[config.mk]
export PLATFORM = sky130hd
export DESIGN_NAME = calc_mem_ctrl_flat
export DESIGN_NICKNAME = d
export VERILOG_FILES = /design/src/rtl/calc_mem_ctrl_pkg.sv /design/src/rtl/calc_mem_ctrl_if.sv /design/src/rtl/calc_mem_ctrl_alu.sv /design/src/rtl/calc_mem_ctrl.sv /design/src/flat_wrapper.sv
export SDC_FILE = /design/constraint.sdc
export NUM_CORES = 1
export LEC_CHECK = 0
export ABC_AREA = 1
export ABC_CLOCK_PERIOD_IN_PS = 6750
export BUFFER_PORTS_ARGS = -buffer_cell sky130_fd_sc_hd__buf_2
export CAP_MARGIN = 20
export CORE_UTILIZATION = 65
export DETAILED_ROUTE_END_ITERATION = 8
export PLACE_DENSITY = 0.79
export SYNTH_ARGS = -nofsm -noshare
export SYNTH_HDL_FRONTEND = slang
export SYNTH_SLANG_ARGS = --single-unit
export TNS_END_PERCENT = 30
[constraint.sdc]
create_clock -name clk -period 6.75 [get_ports clk]
set_clock_uncertainty 0.05 [all_clocks]
set_input_delay 1.0125 -clock clk [delete_from_list [all_inputs] [get_ports clk]]
set_output_delay 1.0125 -clock clk [all_outputs]
set_load 0.02 [all_outputs]
[src/rtl/calc_mem_ctrl_pkg.sv]
// Shared types and constants for the memory-backed calculator.
// Operation codes, controller states and default word addresses.
package calc_pkg;

  typedef enum logic [1:0] {
    ADD = 2'b00,
    SUB = 2'b01,
    MUL = 2'b10,
    AND = 2'b11
  } op_e;

  typedef enum logic [2:0] {
    IDLE,
    RD_A,
    LAT_A,
    RD_B,
    LAT_B,
    EXEC,
    WR,
    DONE
  } state_e;

  localparam logic [1:0] DEF_ADDR_A = 2'd0;
  localparam logic [1:0] DEF_ADDR_B = 2'd1;
  localparam logic [1:0] DEF_ADDR_R = 2'd2;

  localparam logic [15:0] SAT_POS = 16'h7FFF;
  localparam logic [15:0] SAT_NEG = 16'h8000;

  function automatic logic [15:0] sat16(
    input logic neg
  );
    return neg ? SAT_NEG : SAT_POS;
  endfunction

endpackage

[src/rtl/calc_mem_ctrl_if.sv]
// Synchronous single-port memory bus between controller and memory.
// Read data arrives one cycle after the address (registered read).
interface calc_mem_if;

  logic        cs;
  logic        we;
  logic        oe;
  logic [1:0]  mem_addr;
  logic [15:0] mem_data;
  logic [15:0] mem_rdata;

  modport master (
    output cs,
    output we,
    output oe,
    output mem_addr,
    output mem_data,
    input  mem_rdata
  );

  modport slave (
    input  cs,
    input  we,
    input  oe,
    input  mem_addr,
    input  mem_data,
    output mem_rdata
  );

endinterface

[src/rtl/calc_mem_ctrl_alu.sv]
// Combinational 16-bit signed ALU: add, sub, mul, and.
// Define CALC_SAT_EN to saturate overflowing add/sub/mul results.
module calc_alu
  import calc_pkg::*;
(
  input  logic [15:0] a,
  input  logic [15:0] b,
  input  op_e         op,
  output logic [15:0] y,
  output logic        ovf
);

  logic [16:0]        sum;
  logic [16:0]        dif;
  logic signed [31:0] prod;

  always_comb begin
    sum  = {a[15], a} + {b[15], b};
    dif  = {a[15], a} - {b[15], b};
    prod = $signed(a) * $signed(b);
    y    = 16'h0000;
    ovf  = 1'b0;
    unique case (op)
      ADD: begin
        y   = sum[15:0];
        ovf = sum[16] ^ sum[15];
      end
      SUB: begin
        y   = dif[15:0];
        ovf = dif[16] ^ dif[15];
      end
      MUL: begin
        y   = prod[15:0];
        ovf = !((&prod[31:15]) || !(|prod[31:15]));
      end
      AND: begin
        y   = a & b;
        ovf = 1'b0;
      end
    endcase
`ifdef CALC_SAT_EN
    // Sign of the true result: bit 16 for add/sub, bit 31 for mul.
    if (ovf) begin
      unique case (op)
        ADD:     y = sat16(sum[16]);
        SUB:     y = sat16(dif[16]);
        MUL:     y = sat16(prod[31]);
        default: y = a & b;
      endcase
    end
`else
`endif
  end

endmodule

[src/rtl/calc_mem_ctrl.sv]
// Calculator that reads two operands from memory and writes back the result.
// Optional saturation of overflowing results via macro CALC_SAT_EN.
module calc_mem_ctrl
  import calc_pkg::*;
#(
  parameter logic [1:0] ADDR_A = DEF_ADDR_A,
  parameter logic [1:0] ADDR_B = DEF_ADDR_B,
  parameter logic [1:0] ADDR_R = DEF_ADDR_R
) (
  input  logic        clk,
  input  logic        rst,
  input  logic        start,
  input  logic [1:0]  op,
  output logic        busy,
  output logic        done,
  output logic [15:0] result,
  output logic        ovf,
  calc_mem_if.master  mem
);

  state_e      state_q;
  state_e      state_d;
  op_e         op_q;
  logic [15:0] op_a;
  logic [15:0] op_b;
  logic [15:0] alu_y;
  logic        alu_ovf;

  calc_alu u_alu (
    .a   (op_a),
    .b   (op_b),
    .op  (op_q),
    .y   (alu_y),
    .ovf (alu_ovf)
  );

  always_ff @(posedge clk or posedge rst) begin
    if (rst) state_q <= IDLE;
    else     state_q <= state_d;
  end

  always_ff @(posedge clk or posedge rst) begin
    if (rst) begin
      op_q   <= ADD;
      op_a   <= 16'h0000;
      op_b   <= 16'h0000;
      result <= 16'h0000;
      ovf    <= 1'b0;
    end else begin
      if (state_q == IDLE && start) op_q <= op_e'(op);
      if (state_q == LAT_A) op_a <= mem.mem_rdata;
      if (state_q == LAT_B) op_b <= mem.mem_rdata;
      if (state_q == EXEC) begin
        result <= alu_y;
        ovf    <= alu_ovf;
      end
    end
  end

  // Bus strobes decode from state alone, so reset clears them at once.
  always_comb begin
    state_d      = state_q;
    busy         = 1'b1;
    done         = 1'b0;
    mem.cs       = 1'b0;
    mem.we       = 1'b0;
    mem.oe       = 1'b0;
    mem.mem_addr = 2'd0;
    mem.mem_data = 16'h0000;
    unique case (state_q)
      IDLE: begin
        busy = 1'b0;
        if (start) state_d = RD_A;
      end
      RD_A: begin
        mem.cs       = 1'b1;
        mem.mem_addr = ADDR_A;
        state_d      = LAT_A;
      end
      LAT_A: begin
        mem.cs       = 1'b1;
        mem.oe       = 1'b1;
        mem.mem_addr = ADDR_A;
        state_d      = RD_B;
      end
      RD_B: begin
        mem.cs       = 1'b1;
        mem.mem_addr = ADDR_B;
        state_d      = LAT_B;
      end
      LAT_B: begin
        mem.cs       = 1'b1;
        mem.oe       = 1'b1;
        mem.mem_addr = ADDR_B;
        state_d      = EXEC;
      end
      EXEC: begin
        state_d = WR;
      end
      WR: begin
        mem.cs       = 1'b1;
        mem.we       = 1'b1;
        mem.mem_addr = ADDR_R;
        mem.mem_data = result;
        state_d      = DONE;
      end
      DONE: begin
        done    = 1'b1;
        state_d = IDLE;
      end
      default: state_d = IDLE;
    endcase
  end

endmodule

[src/flat_wrapper.sv]
// flat-port wrapper written by rule: the top's interface ports become plain ports
module calc_mem_ctrl_flat import calc_pkg::*;
#(
  parameter logic [1:0] ADDR_A = DEF_ADDR_A,
  parameter logic [1:0] ADDR_B = DEF_ADDR_B,
  parameter logic [1:0] ADDR_R = DEF_ADDR_R
)
  (clk, rst, start, op, busy, done, result, ovf, mem_cs, mem_we, mem_oe, mem_mem_addr, mem_mem_data, mem_mem_rdata);
  calc_mem_if mem_i ();
  input  logic clk;
  input  logic rst;
  input  logic start;
  input  logic [1:0] op;
  output logic busy;
  output logic done;
  output logic [15:0] result;
  output logic ovf;
  output wire logic [$bits(mem_i.cs)-1:0] mem_cs;
  output wire logic [$bits(mem_i.we)-1:0] mem_we;
  output wire logic [$bits(mem_i.oe)-1:0] mem_oe;
  output wire logic [$bits(mem_i.mem_addr)-1:0] mem_mem_addr;
  output wire logic [$bits(mem_i.mem_data)-1:0] mem_mem_data;
  input wire logic [$bits(mem_i.mem_rdata)-1:0] mem_mem_rdata;
  assign mem_cs = mem_i.cs;
  assign mem_we = mem_i.we;
  assign mem_oe = mem_i.oe;
  assign mem_mem_addr = mem_i.mem_addr;
  assign mem_mem_data = mem_i.mem_data;
  assign mem_i.mem_rdata = mem_mem_rdata;
  calc_mem_ctrl #(.ADDR_A(ADDR_A), .ADDR_B(ADDR_B), .ADDR_R(ADDR_R)) u_core (.clk(clk), .rst(rst), .start(start), .op(op), .busy(busy), .done(done), .result(result), .ovf(ovf), .mem(mem_i));
endmodule
==> metrics.md, run 1 <==
| Metric | Value |
|---|---|
| Status | `finished, final reports clean` |
| GRT Residual Overflow | `0` |
| Tcrit/Tclk final | `about 95%` |
| Antenna violations before repair | `2` |
| Cells after DPL | `2381` |
| Largest net degree at the start of global routing | `34` |
| Final-stage net count | `2504` |
| WS Path Type | `reg2reg` |
| Commonest non-fill, non-tap cell in the layout | `nand2_1` |
| Ports | `61` |
| Row count | `55` |
| Post-synthesis sequential area ratio | `9.029%` |
| Tot GR Track Use | `39.22%` |
| Post-synth EDFFs | `0` |
| Utilization after layout | `70.13%` |
| Mean area per synthesized cell | `7.241 sq um` |
| Core box area | `22640 sq um` |
| Htree depth | `2` |
| WL/cell | `17.96 microns` |
| Die area | `23640 sq um` |
| Setup crit start kind | `flop` |
| Clock Sink Count | `54` |
| Area growth from synthesis to layout | `6.086%` |
| Vias in the first global route | `13764` |
| Mapped Area | `14970 sq um` |
| Critical Path End Type | `flop` |
| Clock tree buffer depth | `2` |
| Min Hold Slack | `0.4857 ns` |
| Layout Cells excl Fill | `2393` |
| CTS Root Cell | `clkbuf_16` |
| Chip height | `153.7 microns` |
| First-pass iteration count of the detailed router | `5` |
| Hold Path Class | `reg2reg` |
| TNS Setup | `0 ns` |
| Ys async rst share | `100.0%` |
| Post-route ant nets | `0` |
| Final hold viol count | `0` |
| Dpl hpwl | `36160 microns` |
| Share of layout cells above drive strength 1 | `under 10%` |
| TritonCTS buffer count | `5` |
| Worst path required time | `6.91 ns` |
| Count of final max-slew check failures | `0` |
| Max Freq | `155.4 MHz` |
| Fill cells | `1935` |
| First-pass GRT wire length | `71330 microns` |
| Starting Density | `approximately two thirds` |
| Synth Register Bits | `54` |
| Starting DRT DRC Count | `between 1000 and 1500` |
| Worst slew pin tran | `0.9637 ns` |
| Syn nets | `2467` |
| Setup violation total in the final timing report | `0` |
| Crit-path max FO | `7` |
| Clock transition at path regs | `roughly 0.080 ns` |
| Most frequent cells in the layout | `nand2_1 (558), inv_1 (554), fa_1 (264)` |
| Synth Flop Type | `dfrtp_1` |
| Post-synthesis cell count | `2067` |
| Fin crit period | `approximately 6.4 ns` |
| Hold-fix buffers, CTS | `0` |
| Residual DRC | `0` |
| GPL Wtd Cong | `~0.97` |
| Via count | `13281` |
| RSZ-0062 raised after global routing | `false` |
| Die width | `between 150 and 200 microns` |
| Clock Latency Late Sink | `0.31 ns` |
| Flop-to-flop setup slack | `0.31 ns` |
| Post-Route WL | `around 43000 microns` |
| Unique cell type count in the Yosys netlist | `48` |
| Input/output buffers | `60` |
| Ys Warns | `0` |
| Worst slew margin | `35.52%` |
| CP arrival | `6.60 ns` |
| TritonCTS clock tree | `yes` |
| Post-CTS setup repair buffer count | `0` |
| Max-cap viol count | `0` |
| Vias per cell | `5.550` |
[logic make-up (layout without fill, tap and decap cells)]
kind of cell / count (synthesis) / count (layout) / synth area share, %
and+or+nand+nor: 784 / 784 / 21.49
buffers and inverters: 630 / 668 / 15.92
adders and majority gates: 379 / 379 / 44.93
AOI/OAI and AO/OA: 196 / 196 / 7.231
DFF: 54 / 54 / 9.029
xor gates and xnor gates: 24 / 24 / 1.405
other: 0 / 3 / 0
[cells in the mapped netlist (2+ instances only)]
cell type / count / area [sq um]
nand3_2: 3 / 30.03
a21o_1: 2 / 15.01
inv_1: 556 / 2087
o22ai_1: 3 / 18.77
or2_1: 4 / 25.02
o21a_1: 2 / 15.01
o2111ai_1: 3 / 26.28
o221ai_1: 4 / 35.03
inv_2: 2 / 7.510
clkbuf_1: 62 / 232.7
a31oi_1: 2 / 12.51
fa_1: 264 / 5285
or2_2: 13 / 81.33
dfrtp_1: 54 / 1351
nor3_1: 13 / 65.06
o21ai_2: 2 / 17.52
nand4_1: 19 / 118.9
nand3b_1: 3 / 22.52
o211ai_1: 10 / 75.07
buf_2: 7 / 35.03
ha_1: 115 / 1439
nand3_1: 53 / 265.3
nor2_1: 97 / 364.1
buf_4: 2 / 15.01
nor2_2: 7 / 43.79
nand2_1: 558 / 2095
nand2_2: 4 / 25.02
a211oi_1: 2 / 15.01
xnor2_1: 9 / 78.83
o21ai_0: 88 / 440.4
and2_1: 3 / 18.77
xor2_1: 15 / 131.4
o21ai_1: 2 / 10.01
a21oi_1: 70 / 350.3
[final timing paths]
path                       cells after the start                       endpoint                           from
max                                           26         u_core.ovf$_DFFE_PP0P_    u_core.op_a[15]$_DFFE_PP0P_
min                                            2  u_core.result[11]$_DFFE_PP0P_  u_core.result[11]$_DFFE_PP0P_
max reg2reg                                   26         u_core.ovf$_DFFE_PP0P_    u_core.op_a[15]$_DFFE_PP0P_
min reg2reg                                    2  u_core.result[11]$_DFFE_PP0P_  u_core.result[11]$_DFFE_PP0P_
max in group asynchronous                      3    u_core.op_a[15]$_DFFE_PP0P_                            rst
min in group asynchronous                      2     u_core.op_b[9]$_DFFE_PP0P_                            rst
[repair_timing]
action,4_1_cts,5_1_grt
resized for setup,0,9
hold endpoints to repair,0,0
setup endpoints to repair,0,1
[final cells by class]
type	instances	area (sq um)	share of cell area (%)
clock inverter	3	47.55	0.2994
timing repair buffer	102	648.1	4.082
antenna	3	7.507	0.04728
sequential	54	1361	8.574
multi-input combinational	1383	11230	70.75
tap	285	356.6	2.246
inverter	558	2098	13.22
clock buffer	5	125.1	0.7880
[sequential cells by signal, summed over array words and instances, names as in the netlist]
signal	cells
u_core.op_b	16
u_core.state_q	3
u_core.op_q	2
u_core.op_a	16
u_core.ovf	1
u_core.result	16
[per-stage QoR]
stage               instance area [sq um]  worst slack [ns]
floorplan                           14970            0.8117
global placement                    15660            0.4223
detailed placement                  15660            0.3922
CTS                                 15830            0.3400
global route                        15870           0.02893
finish                              15880            0.3136
[metal layers]
layer	up-vias	global-route usage [%]	part of all wire [%]
li1	6130	-	-
met1	6366	50.07	39
met2	641	65.95	48
met3	144	6.821	8.3
met4	0	16.90	4.6
met5	-	0	0
[critical path, stage by stage (launching register included)]
cell and delay, ns:
dfrtp_2 0.49, nand2_1 0.15, inv_1 0.07, fa_1 0.67, inv_1 0.16, fa_1 0.59
fa_1 0.46, fa_1 0.57, fa_1 0.43, fa_1 0.55, inv_1 0.06, ha_1 0.40
nand2_1 0.16, nor2_2 0.18, inv_1 0.07, nor2_2 0.16, nand4_1 0.19, nand4_1 0.14
nand2_1 0.07, nor2_1 0.09, nand2_1 0.08, nor2_1 0.11, nand4_1 0.09, nand3_1 0.12
nand3_1 0.09, nand2_1 0.07, inv_1 0.04
Power of run 1 is not shown: default switching activity piles up to over one toggle a cycle in this logic, so the estimate is an artifact.
==> run 2: changes to the inputs <==
Settings changed: ABC_AREA 1 to default, CORE_MARGIN from default to 2.
==> metrics.md, run 2 <==
| Metric | Value |
|---|---|
| Largest cells by area after synthesis | `fa_1 (38%), ha_1 (10%), dfrtp_1 (9.7%), inv_1 (7.7%), nand2_1 (5.5%)` |
| Fill cells | `1369 (-29%)` |
| Post-synthesis sequential area ratio | `9.720% (+0.69 points)` |
| Top post-synthesis cells by count | `inv_1 (285), fa_1 (264), nand2_1 (205)` |
| Cell taking the most area after synthesis | `fa_1` |
| Flop-to-flop setup slack | `-0.67 ns (-0.98 ns)` |
| Post-synth EDFFs | `0 (unchanged)` |
| Hold-fix buffers, CTS | `0 (unchanged)` |
| Antenna violations before repair | `1 (-1)` |
| R2R cell count | `25 (-3.8%)` |
| Post-synthesis cell count | `1562 (-24%)` |
| Htree depth | `2 (unchanged)` |
| Tcrit/Tclk final | `109.9% (+15 points)` |
| Vias per cell | `5.747 (+3.6%)` |
| Worst slew margin | `45.63% (+10 points)` |
| TritonCTS clock tree | `yes` |
| Area growth from synthesis to layout | `19.54%` |
| Residual DRC | `0 (unchanged)` |
| Dpl hpwl | `32350 microns (-11%)` |
| Max Freq | `134.8 MHz (-13%)` |
| Critical Path Source | `u_core.op_a[15]$_DFFE_PP0P_` |
| Synth Register Bits | `54 (unchanged)` |
| Core box area | `21020 sq um (-7.2%)` |
| Die width | `150.2 microns (-2.3%)` |
| Fin crit period | `7.418 ns (+0.9815 ns)` |
| CTS Root Cell | `clkbuf_16` |
| N_diodes | `0 (-3)` |
| Fin area | `16620 sq um (+4.7%)` |
| Syn nets | `1962 (-20%)` |
| Setup violation total in the final timing report | `1 (+1)` |
| Vias in the first global route | `12582 (-8.6%)` |
| Synth top area share | `38.02% (+2.7 points)` |
| Largest net degree at the start of global routing | `55 (+62%)` |
| First-pass iteration count of the detailed router | `5 (unchanged)` |
| Post-route ant nets | `0 (unchanged)` |
| Clock tree buffer depth | `2 (unchanged)` |
| Count of final max-slew check failures | `0 (unchanged)` |
| Max-cap viol count | `0 (unchanged)` |
| Count leader, synth | `inv_1` |
| Chip height | `150.2 microns (-2.3%)` |
| Critical Path End | `u_core.ovf$_DFFE_PP0P_` |
| Clock Latency Late Sink | `0.30 ns (about the same)` |
| TNS Setup | `-0.6678 ns (-0.6678 ns)` |
| Hold Path Class | `reg2reg` |
| Synth Flop Type | `dfrtp_1` |
| Placed inst area | `16140 sq um (+3.1%)` |
| Ports | `61 (unchanged)` |
| Reg-to-Reg End | `u_core.ovf$_DFFE_PP0P_` |
| Mean area per synthesized cell | `8.900 sq um (+23%)` |
| Ys Warns | `0 (unchanged)` |
| Commonest non-fill, non-tap cell in the layout | `inv_1` |
| TritonCTS buffer count | `5 (unchanged)` |
| Tot GR Track Use | `36.35% (-2.9 points)` |
| Status | `finished, violations left` |
| Crit-path max FO | `4 (-3)` |
| Via count | `11994 (-9.7%)` |
| Setup crit start kind | `flop` |
| Critical Path End Type | `flop` |
| Clock transition at path regs | `0.07 ns (about the same)` |
| WL/cell | `18.62 microns (+3.7%)` |
| Clock Sink Count | `54 (unchanged)` |
| CP arrival | `7.53 ns (+0.93 ns)` |
| Worst slew pin tran | `0.8125 ns (-0.1512 ns)` |
| Top flop regs | `u_core.op_a x16, u_core.op_b x16, u_core.result x16` |
| Die area | `22570 sq um (-4.5%)` |
| Failing checks | `setup timing` |
| Mapped Area | `13900 sq um (-7.1%)` |
| Worst path required time | `6.86 ns (-0.05 ns)` |
| Final WS setup | `-0.6678 ns (-0.9815 ns)` |
| Most frequent cells in the layout | `inv_1 (274), fa_1 (251), buf_4 (236)` |
| WS Path Type | `reg2reg` |
| RSZ-0062 raised after global routing | `true` |
| Input/output buffers | `60 (unchanged)` |
| Post-Route WL | `38870 microns (-9.6%)` |
| FF-to-FF Start | `u_core.op_a[15]$_DFFE_PP0P_` |
| GPL Wtd Cong | `0.9377 (-3.8%)` |
| Unique cell type count in the Yosys netlist | `77 (+60%)` |
| Share of layout cells above drive strength 1 | `23.23% (+16 points)` |
| Final-stage net count | `2211 (-12%)` |
| First-pass GRT wire length | `62780 microns (-12%)` |
| GRT Residual Overflow | `0 (unchanged)` |
| Starting DRT DRC Count | `828 (-27%)` |
| Row count | `53 (-3.6%)` |
| Starting Density | `66.13% (about the same)` |
| Final hold viol count | `0 (unchanged)` |
| Ys async rst share | `100.0% (unchanged)` |
run 2: changes by cell type after synthesis, sizes merged, moves of 10 or more:
cell,change
nand2,-357
inv,-273
and2,+95
nand3,-39
nor2,-26
xnor2,+25
o21ai,-21
nand2b,+19
mux2,+17
a21o,+16
nand4,-14
or2,-14
a21oi,-12
mux2i,+10
run 2: area by class of cell:
class | instances | area, sq um | share of cell area, %
clock buffers | 7 | 132.6 | 0.7981
clock inverters | 1 | 30.03 | 0.1807
inverters | 286 | 1081 | 6.505
multi-input cells | 1156 | 11380 | 68.49
flip-flops and latches | 54 | 1368 | 8.229
well taps | 275 | 344.1 | 2.070
repair buffers | 308 | 2281 | 13.73
run 2: kinds of logic (layout without fill, tap and decap cells):
family,Yosys count,in the layout,share of synthesized area [%]
and+or+nand+nor,473,473,16.27
adders and majority gates,379,379,48.37
AOI/OAI and AO/OA,231,231,10.81
muxes,27,27,2.097
DFF,54,54,9.720
xor gates and xnor gates,46,46,2.898
buffers and inverters,352,602,9.837
run 2: layer usage:
metal  vias to the layer above  global-route usage, %  share of wire [%]
met1                      5872                  46.05                 38
met5                         -                      0              0.033
met4                         2                  18.49                6.6
met3                       170                  5.939                8.1
met2                       559                  60.68                 48
li1                       5391                      -                  -
run 2: worst min path at each step:
stage	start	endpoint	slack (ns)	cells past startpoint
6_report	u_core.result[15]$_DFFE_PP0P_	u_core.result[15]$_DFFE_PP0P_	0.44	2
5_1_grt	u_core.result[15]$_DFFE_PP0P_	u_core.result[15]$_DFFE_PP0P_	0.48	2
4_1_cts	u_core.result[15]$_DFFE_PP0P_	u_core.result[15]$_DFFE_PP0P_	0.45	2
3_5_place_dp	u_core.result[15]$_DFFE_PP0P_	u_core.result[15]$_DFFE_PP0P_	0.43	2
3_3_place_gp	u_core.result[15]$_DFFE_PP0P_	u_core.result[15]$_DFFE_PP0P_	0.41	2
2_1_floorplan	u_core.result[15]$_DFFE_PP0P_	u_core.result[15]$_DFFE_PP0P_	0.54	2
run 2: worst max-delay path: stages, from the launching register on:
cell	delay [ns]
dfrtp_2	0.45
buf_6	0.15
nand2_4	0.06
inv_2	0.04
fa_2	0.61
buf_4	0.15
inv_2	0.05
fa_1	0.49
fa_1	0.42
fa_1	0.55
fa_1	0.46
fa_1	0.51
inv_1	0.05
ha_1	0.30
a21o_1	0.18
o21bai_1	0.17
a211oi_2	0.21
a21oi_1	0.11
a2111oi_2	0.22
and3b_1	0.22
or4_1	0.43
or4_4	0.50
or4_1	0.52
mux2i_1	0.14
buf_4	0.15
o211ai_1	0.09
run 2: timing repair:
item,CTS,global route
pin swaps,13,24
buffers inserted,4,10
endpoints found under the setup margin,1,1
gates resized for setup,29,28
run 2: stage by stage:
stage	std cells	hold WS, ns	setup slack (ns)	util [%]
floorplan	1562	0.5439	-0.2244	-
global placement	2064	0.4134	-0.5280	76.79
detailed placement	2064	0.4286	-0.6495	76.79
CTS	2076	0.4454	-0.6366	78.20
global route	2087	0.4791	-0.8375	79.05
finish	2087	0.4427	-0.6678	79.05
Power of run 2 is left out for the same reason.
